$ cat src/rtl/lcd_hd44780_writer_if.sv
// Byte stream feeding the HD44780 writer: one command/data byte per valid/ready handshake.
// The master is the upstream producer; the slave is the LCD writer.
interface lcd_hd44780_writer_if;
    logic       in_valid;
    logic       in_ready;
    logic       in_rs;
    logic [7:0] in_data;

    modport master (
        output in_valid,
        output in_rs,
        output in_data,
        input  in_ready
    );

    modport slave (
        input  in_valid,
        input  in_rs,
        input  in_data,
        output in_ready
    );
endinterface

$ cat src/rtl/lcd_hd44780_writer.sv
// HD44780 8-bit parallel bus writer: fixed power-up init sequence, then streamed cmd/data bytes.
// Bus transactions are spaced by waits counted in transitions of the 40 us reference wave.
module lcd_hd44780_writer #(
    parameter int unsigned PWRUP_TICKS = 500,
    parameter int unsigned INIT_TICKS  = 110,
    parameter int unsigned CMD_TICKS   = 2,
    parameter int unsigned CLR_TICKS   = 50,
    parameter int unsigned SETUP_CYC   = 4,
    parameter int unsigned EN_CYC      = 25,
    parameter int unsigned HOLD_CYC    = 4
) (
    input  logic                       clk_in,
    input  logic                       rst_n,
    input  logic                       tick_clk,
    lcd_hd44780_writer_if.slave        in_bus,
    output logic                       init_done,
    output logic                       busy,
    output logic                       lcd_rs,
    output logic                       lcd_rw,
    output logic                       lcd_en,
    output logic [7:0]                 lcd_data
);

    typedef enum logic [2:0] {
        S_PWRUP,
        S_LOAD,
        S_SETUP,
        S_PULSE,
        S_HOLD,
        S_WAIT,
        S_IDLE
    } state_t;

    localparam logic [15:0] PWRUP_LAST = 16'(PWRUP_TICKS - 1);
    localparam logic [15:0] INIT_LAST  = 16'(INIT_TICKS - 1);
    localparam logic [15:0] CMD_LAST   = 16'(CMD_TICKS - 1);
    localparam logic [15:0] CLR_LAST   = 16'(CLR_TICKS - 1);
    localparam logic [7:0]  SETUP_LAST = 8'(SETUP_CYC - 1);
    localparam logic [7:0]  EN_LAST    = 8'(EN_CYC - 1);
    localparam logic [7:0]  HOLD_LAST  = 8'(HOLD_CYC - 1);
    localparam logic [2:0]  INIT_LAST_IDX = 3'd5;

    state_t      state;
    logic        tick_prev;
    logic        tick_primed;
    logic        tick;
    logic [15:0] tick_cnt;
    logic [15:0] wait_last;
    logic [7:0]  cyc_cnt;
    logic [2:0]  init_idx;
    logic        in_init;
    logic        is_clear;

    function automatic logic [7:0] init_byte(input logic [2:0] idx);
        logic [7:0] b;
        case (idx)
            3'd0:    b = 8'h38;
            3'd1:    b = 8'h38;
            3'd2:    b = 8'h38;
            3'd3:    b = 8'h0C;
            3'd4:    b = 8'h01;
            default: b = 8'h06;
        endcase
        return b;
    endfunction

    // tick_clk is only sampled; the first cycle after reset just loads tick_prev.
    assign tick     = tick_primed && (tick_clk != tick_prev);
    assign is_clear = !lcd_rs && (lcd_data[7:2] == 6'd0) && (lcd_data[1:0] != 2'd0);
    assign lcd_rw   = 1'b0;

    always_ff @(posedge clk_in or negedge rst_n) begin
        if (!rst_n) begin
            tick_prev   <= 1'b0;
            tick_primed <= 1'b0;
        end else begin
            tick_prev   <= tick_clk;
            tick_primed <= 1'b1;
        end
    end

    always_ff @(posedge clk_in or negedge rst_n) begin
        if (!rst_n) begin
            state           <= S_PWRUP;
            tick_cnt        <= 16'd0;
            wait_last       <= 16'd0;
            cyc_cnt         <= 8'd0;
            init_idx        <= 3'd0;
            in_init         <= 1'b0;
            init_done       <= 1'b0;
            busy            <= 1'b0;
            in_bus.in_ready <= 1'b0;
            lcd_rs          <= 1'b0;
            lcd_en          <= 1'b0;
            lcd_data        <= 8'd0;
        end else begin
            case (state)
                S_PWRUP: begin
                    busy <= 1'b1;
                    if (tick) begin
                        if (tick_cnt >= PWRUP_LAST) begin
                            tick_cnt <= 16'd0;
                            init_idx <= 3'd0;
                            in_init  <= 1'b1;
                            state    <= S_LOAD;
                        end else begin
                            tick_cnt <= tick_cnt + 16'd1;
                        end
                    end
                end

                S_LOAD: begin
                    lcd_rs   <= 1'b0;
                    lcd_data <= init_byte(init_idx);
                    cyc_cnt  <= 8'd0;
                    state    <= S_SETUP;
                end

                S_SETUP: begin
                    if (cyc_cnt >= SETUP_LAST) begin
                        cyc_cnt <= 8'd0;
                        lcd_en  <= 1'b1;
                        state   <= S_PULSE;
                    end else begin
                        cyc_cnt <= cyc_cnt + 8'd1;
                    end
                end

                S_PULSE: begin
                    if (cyc_cnt >= EN_LAST) begin
                        cyc_cnt <= 8'd0;
                        lcd_en  <= 1'b0;
                        state   <= S_HOLD;
                    end else begin
                        cyc_cnt <= cyc_cnt + 8'd1;
                    end
                end

                S_HOLD: begin
                    if (cyc_cnt >= HOLD_LAST) begin
                        cyc_cnt  <= 8'd0;
                        tick_cnt <= 16'd0;
                        // First function-set and clear/home need the long execution times.
                        if (in_init && init_idx == 3'd0) begin
                            wait_last <= INIT_LAST;
                        end else if (is_clear) begin
                            wait_last <= CLR_LAST;
                        end else begin
                            wait_last <= CMD_LAST;
                        end
                        state <= S_WAIT;
                    end else begin
                        cyc_cnt <= cyc_cnt + 8'd1;
                    end
                end

                S_WAIT: begin
                    if (tick) begin
                        if (tick_cnt >= wait_last) begin
                            if (in_init && init_idx != INIT_LAST_IDX) begin
                                init_idx <= init_idx + 3'd1;
                                state    <= S_LOAD;
                            end else begin
                                in_init         <= 1'b0;
                                init_done       <= 1'b1;
                                busy            <= 1'b0;
                                in_bus.in_ready <= 1'b1;
                                state           <= S_IDLE;
                            end
                        end else begin
                            tick_cnt <= tick_cnt + 16'd1;
                        end
                    end
                end

                S_IDLE: begin
                    if (in_bus.in_valid && in_bus.in_ready) begin
                        lcd_rs          <= in_bus.in_rs;
                        lcd_data        <= in_bus.in_data;
                        in_bus.in_ready <= 1'b0;
                        busy            <= 1'b1;
                        cyc_cnt         <= 8'd0;
                        state           <= S_SETUP;
                    end
                end

                default: begin
                    state <= S_PWRUP;
                end
            endcase
        end
    end

endmodule

$ cat src/flat_wrapper.sv
// flat-port wrapper written by rule: the top's interface ports become plain ports
module lcd_hd44780_writer_flat 
#(
    parameter int unsigned PWRUP_TICKS = 500,
    parameter int unsigned INIT_TICKS  = 110,
    parameter int unsigned CMD_TICKS   = 2,
    parameter int unsigned CLR_TICKS   = 50,
    parameter int unsigned SETUP_CYC   = 4,
    parameter int unsigned EN_CYC      = 25,
    parameter int unsigned HOLD_CYC    = 4
)
  (clk_in, rst_n, tick_clk, init_done, busy, lcd_rs, lcd_rw, lcd_en, lcd_data, in_bus_in_valid, in_bus_in_rs, in_bus_in_data, in_bus_in_ready);
  lcd_hd44780_writer_if in_bus_i ();
  input  logic clk_in;
  input  logic rst_n;
  input  logic tick_clk;
  output logic init_done;
  output logic busy;
  output logic lcd_rs;
  output logic lcd_rw;
  output logic lcd_en;
  output logic [7:0] lcd_data;
  input wire logic [$bits(in_bus_i.in_valid)-1:0] in_bus_in_valid;
  input wire logic [$bits(in_bus_i.in_rs)-1:0] in_bus_in_rs;
  input wire logic [$bits(in_bus_i.in_data)-1:0] in_bus_in_data;
  output wire logic [$bits(in_bus_i.in_ready)-1:0] in_bus_in_ready;
  assign in_bus_i.in_valid = in_bus_in_valid;
  assign in_bus_i.in_rs = in_bus_in_rs;
  assign in_bus_i.in_data = in_bus_in_data;
  assign in_bus_in_ready = in_bus_i.in_ready;
  lcd_hd44780_writer #(.PWRUP_TICKS(PWRUP_TICKS), .INIT_TICKS(INIT_TICKS), .CMD_TICKS(CMD_TICKS), .CLR_TICKS(CLR_TICKS), .SETUP_CYC(SETUP_CYC), .EN_CYC(EN_CYC), .HOLD_CYC(HOLD_CYC)) u_core (.clk_in(clk_in), .rst_n(rst_n), .tick_clk(tick_clk), .in_bus(in_bus_i), .init_done(init_done), .busy(busy), .lcd_rs(lcd_rs), .lcd_rw(lcd_rw), .lcd_en(lcd_en), .lcd_data(lcd_data));
endmodule
$ cat config.mk
export PLATFORM = sky130hd
export DESIGN_NAME = lcd_hd44780_writer_flat
export DESIGN_NICKNAME = d
export VERILOG_FILES = /design/src/rtl/lcd_hd44780_writer_if.sv /design/src/rtl/lcd_hd44780_writer.sv /design/src/flat_wrapper.sv
export SDC_FILE = /design/constraint.sdc
export NUM_CORES = 1
export LEC_CHECK = 0
export ABC_AREA = 1
export CAP_MARGIN = 20
export CORE_UTILIZATION = 62
export DETAILED_ROUTE_END_ITERATION = 10
export PLACE_DENSITY = 0.95
export SYNTH_ARGS = -nofsm -noshare
export SYNTH_HDL_FRONTEND = slang
export SYNTH_SLANG_ARGS = --single-unit
$ cat constraint.sdc
create_clock -name clk_in -period 5.2 [get_ports clk_in]
set_clock_uncertainty 0.15 [all_clocks]
set_input_delay 0.52 -clock clk_in [delete_from_list [all_inputs] [get_ports clk_in]]
set_output_delay 0.52 -clock clk_in [all_outputs]
set_load 0.1 [all_outputs]
# [Yosys cells after proc, flatten, opt, wreduce, memory -nomap -nowiden]
# Index checks and enable logic that the tools add are counted.
[totals] reg_bits=62 in_bits=13 out_inout_bits=14 elab_cells=125
[classes] n_addsub=3 n_lt_le_gt_ge=4 eq_ne=23 mux=49 bitwise=1 n_reduce_logical=31
[op_table] operator="2-to-1 mux 16 bit" n=6
[op_table] operator="case mux 16 bit (3 select lines)" n=1
[op_table] operator="2-to-1 mux 3 bit" n=14
[op_table] operator="2-to-1 mux 8 bit" n=4
[op_table] operator="case mux 8 bit (4 select lines)" n=1
[op_table] operator="case mux 3 bit (7 select lines)" n=1
[op_table] operator="!= test 2 x 1 -> 1 bit, second input constant" n=9
[op_table] operator="case mux 6 bit (3 select lines)" n=1
[op_table] operator="adder 16 x 1 -> 16 bit, second input constant" n=1
[op_table] operator="greater-or-equal comparator 16 bit" n=1
[op_table] operator="greater-or-equal comparator 16 x 9 -> 1 bit, second input constant" n=1
[op_table] operator="case mux 8 bit (2 select lines)" n=1
[op_table] operator="AND reduction 5 bit" n=3
[op_table] operator="2-to-1 mux 1 bit" n=13
[op_table] operator="== test 3 x 2 -> 1 bit, second input constant" n=4
[op_table] operator="== test 3 bit, second input constant" n=4
[op_table] operator="AND reduction 6 bit" n=2
[op_table] operator="nonzero test 2 bit" n=5
[op_table] operator="adder 8 x 1 -> 8 bit, second input constant" n=1
[op_table] operator="greater-or-equal comparator 8 x 2 -> 1 bit, second input constant" n=1
[op_table] operator="greater-or-equal comparator 8 x 5 -> 1 bit, second input constant" n=1
[op_table] operator="case mux 1 bit (2 select lines)" n=4
[op_table] operator="AND reduction 8 bit" n=1
[op_table] operator="== test 3 x 1 -> 1 bit, second input constant" n=2
[op_table] operator="19 further kinds" n=29

# [Depth between registers and ports, before layout]
[logic_depth] depth_word=6 mapped_depth=13 ltp_nobuf=13

# [Least setup slack after synthesis]
# OpenSTA, ideal clock, no wires.
[synth_timing] kind="register -> register" startpoint="reg u_core.in_bus.in_ready" endpoint="reg u_core.lcd_data[1]" t_arrival_ps=1621 slack_ps=3303 stages_incl_launch_ff=7 path_buffers=1 cell_sequence="dfrtp_1 -> nand3_1 -> nand2_1 -> buf_2 -> nand2_1 -> a21oi_1 -> a21oi_1"
[synth_between] elab_chain_cells=3
[synth_lines] item="start: declaration" line="lcd_hd44780_writer_if.sv:20" source="output in_ready"
[synth_lines] item="start signal: assignment" line="lcd_hd44780_writer.sv:92" source="in_bus.in_ready <= 1'b0;"
[synth_lines] item="start signal: assignment" line="lcd_hd44780_writer.sv:167" source="in_bus.in_ready <= 1'b1;"
[synth_lines] item="start signal: assignment" line="lcd_hd44780_writer.sv:180" source="in_bus.in_ready <= 1'b0;"
[synth_lines] item="logical AND 1 bit" line="lcd_hd44780_writer.sv:177" source="if (in_bus.in_valid && in_bus.in_ready) begin"
[synth_lines] item="!= test 2 x 1 -> 1 bit (no line)"
[synth_lines] item="AND reduction 2 bit (no line)"
[synth_lines] item="end signal: assignment" line="lcd_hd44780_writer.sv:114" source="lcd_data <= init_byte(init_idx);"
[synth_lines] item="end signal: assignment" line="lcd_hd44780_writer.sv:179" source="lcd_data <= in_bus.in_data;"
[synth_lines] item="end: declaration" line="lcd_hd44780_writer.sv:21" source="output logic [7:0] lcd_data"
# No other way between the ends.
# A chain may end at the register's enable or synchronous reset.

# [Worst setup path in the final report]
[layout_timing] startpoint="reg u_core.lcd_data[4]" endpoint="out lcd_data[4]"
[layout_lines] item="end: declaration" line="flat_wrapper.sv:22" source="output logic [7:0] lcd_data;"
# No word-level cell between the ends.

==> reports/results.ini <==
[outcome]
outcome=finished, violations left
failed_checks=DRC

[sta]
period_share_pct=48.7
tns_ns=0
slew_headroom_pct=34.1
setup_viol=0
rsz0062_at_grt=no
period_needed_ns=2.53
worst_pin_slew_ns=0.986
max_freq_mhz=395
final_hold_viol_count=0
finalMaxSlewViolations=0

[floorplan]
core_mm2=0.00444
dieArea_mm2=0.00499
initial_core_util_pct=65.7
pin_count=27
placementRows=24
die_h_um=70.6
die_x_um=70.6

[worst_setup_path]
path_class=reg2out
worst_r2r_path_depth=9
critPathRequiredTime_ns=4.53
r2r_setup_slack_ns=2.76
cp-end-kind=output port
slowest_delay_ns=1.16
crit_slowest_cell=clkdlybuf4s50_1
crit_fanout=3
crit_family=buffers and inverters
critPathBufInv=1
cp.arrival_ns=1.86
start_kind=flop
r2r_start=u_core.state[2]$_DFFE_PN0P_
r2r-end=u_core.init_idx[1]$_DFFE_PN0P_
cp_cell_sequence=clkdlybuf4s50_1

[clocking]
clock_sinks=50
cts_setup_buffers=0
cts_root_buffer=clkbuf_8
clk_pin_slew_ns=0.09
clockBufferDepth=2
htreeDepth=2
numCtsBuffers=5
cts_tree=yes
clock_latency_ns=0.31

[yosys]
ys_seq_elements=50
synth.distinct_cells=36
synth-warning-count=0
syn_inst=401
syn-num-nets=428
avgSynthCellArea_um2=7.29
synth.yosys.seq_area_share_pct=42.8
synth_flop_cell=dfrtp_1
synth_enable_flop_cells=0
syn-cell-area_mm2=0.00292
synth-async-reset-ratio_pct=100

[global_routing]
gr-usage-met1_pct=34.2
grt_max_degree=51
grt_pass1_wl_mm=10.7
met2_usage_pct=46.6
antenna_found_initial=0
grt.busiest_layer=met2
grt_use_met3_pct=5.13
grt-ovfl-total=0
grt.total_usage_pct=27.4
grt_pass1_vias=2498

[hold_path]
hp-class=reg2reg
hold_path_depth=2
holdPathEnd=u_core.wait_last[0]$_DFFE_PN0P_
min_from=u_core.wait_last[0]$_DFFE_PN0P_

[final_layout]
drive_gt1_share_pct=5.37
sequential_cell_area_mm2=0.00125
nets=455
fin_util_pct=74.7
mostFrequentLayoutCell=nand2_1
insertedDiodeCount=0
multiInputGateArea_mm2=0.00137
areaGrowthSynthToFinish_pct=13.7
final_cells=480
n_fill_cell=335
layout_common_cells=127 x nand2_1, 60 x inv_1, 50 x dfrtp_1, 40 x nor2_1, 29 x nand3_1

[job]
cap_violations=0

[routing]
drc_errors=4
vias_per_cell=5.47
wl_per_cell_um=12.8
wl_mm=6.15
vias=2625
dr.pass1.iters=8
ant_nets=0
drt-initial-drc-count=197

[power]
p_leak_nw=1.77
cellPowerDensity_mw_per_mm2=511
max-vdd-ir-drop_mv=0.360

[place]
routabilityCongestion=0.959
dp_cells=471
hpwl_mm=4.35
numPortBuffers=25

-- synthesized netlist by cell type, types with 2 or more instances --
library cell / n / area [um2]
o21ai_0: 11 / 55.1
inv_2: 5 / 18.8
o21ai_1: 6 / 30.0
inv_1: 60 / 225
buf_6: 2 / 22.5
a21oi_1: 14 / 70.1
buf_2: 3 / 15.0
ha_1: 14 / 175
xor2_1: 3 / 26.3
nor3_1: 5 / 25.0
or2_1: 3 / 18.8
nor2_1: 40 / 150
dfrtp_1: 50 / 1250
o211ai_1: 2 / 15.0
nand4_1: 3 / 18.8
nand3_1: 29 / 145
buf_4: 2 / 15.0
nand2_1: 127 / 477
nor2_2: 4 / 25.0
conb_1: 2 / 7.51
-- logic make-up (layout without fill, tap and decap cells) --
kind of cell / after synthesis / in the layout / share of synthesized area (%)
fa+ha+maj: 14 / 14 / 6.00
simple gates: 217 / 217 / 31.0
flops: 50 / 50 / 42.8
compound gates: 43 / 43 / 8.82
xor+xnor: 3 / 3 / 0.900
buf+inv: 72 / 99 / 10.1
other cells: 2 / 2 / 0.257
-- how the worst max path moves through the flow --
stage                                      to                          startpoint  cells past startpoint
2_1_floorplan  u_core.lcd_data[1]$_DFFE_PN0P_  u_core.in_bus.in_ready$_DFFE_PN0P_                      6
3_3_place_gp   u_core.tick_cnt[5]$_DFFE_PN0P_                            tick_clk                      9
3_5_place_dp   u_core.tick_cnt[1]$_DFFE_PN0P_                            tick_clk                      9
4_1_cts                           lcd_data[4]      u_core.lcd_data[4]$_DFFE_PN0P_                      1
5_1_grt        u_core.init_idx[1]$_DFFE_PN0P_         u_core.state[2]$_DFFE_PN0P_                      9
6_report                          lcd_data[4]      u_core.lcd_data[4]$_DFFE_PN0P_                      1
-- layer usage --
metal  vias to the layer above  wire (um)
li1                       1296          -
met1                      1206       2670
met2                       102       2940
met3                        21        377
met4                         0        169
met5                         -          0
-- worst min-delay path, cell delays in order (launching register included) --
cell,delay (ns)
dfrtp_1,0.36
inv_1,0.04
nand2_1,0.05
-- layout make-up --
type	count	area share [%]
well taps	52	1.96
repair buffers	27	8.29
flip-flops and latches	50	37.7
multi-input cells	279	41.4
clock inverters	1	0.904
clock buffers	6	2.49
inverters	65	7.34
-- where the power goes --
part	internal [mW]	switching [mW]	total, mW
registers	0.467	0.0767	0.544
clock network	0.154	0.128	0.282
logic	0.243	0.628	0.871
total	0.864	0.833	1.70
-- sequential cells by signal, summed over array words and instances (netlist names) --
| signal | count |
|---|---|
| u_core.in_bus.in_ready | 1 |
| u_core.tick_primed | 1 |
| u_core.in_init | 1 |
| u_core.tick_cnt | 16 |
| u_core.lcd_en | 1 |
| u_core.busy | 1 |
| u_core.wait_last | 4 |
| u_core.cyc_cnt | 8 |
| u_core.tick_prev | 1 |
| u_core.init_idx | 3 |
| u_core.lcd_data | 8 |
| u_core.lcd_rs | 1 |
| u_core.init_done | 1 |
| u_core.state | 3 |
-- stage by stage --
step	total power, mW	hold WS, ns	area (um2)	setup WS [ns]
5_1_grt	1.82	0.367	3320	2.57
3_5_place_dp	1.40	0.308	3180	2.86
4_1_cts	1.69	0.304	3290	2.66
3_3_place_gp	1.37	0.308	3180	2.97
6_report	1.70	0.327	3320	2.67
2_1_floorplan	1.22	0.0744	2920	3.30
-- repair_timing --
item | 4_1_cts | 5_1_grt
hold buffers | 0 | 1
gates resized for setup | 0 | 0
hold endpoints to repair | 0 | 7
No activity file was read; power rests on OpenSTA's default activity.
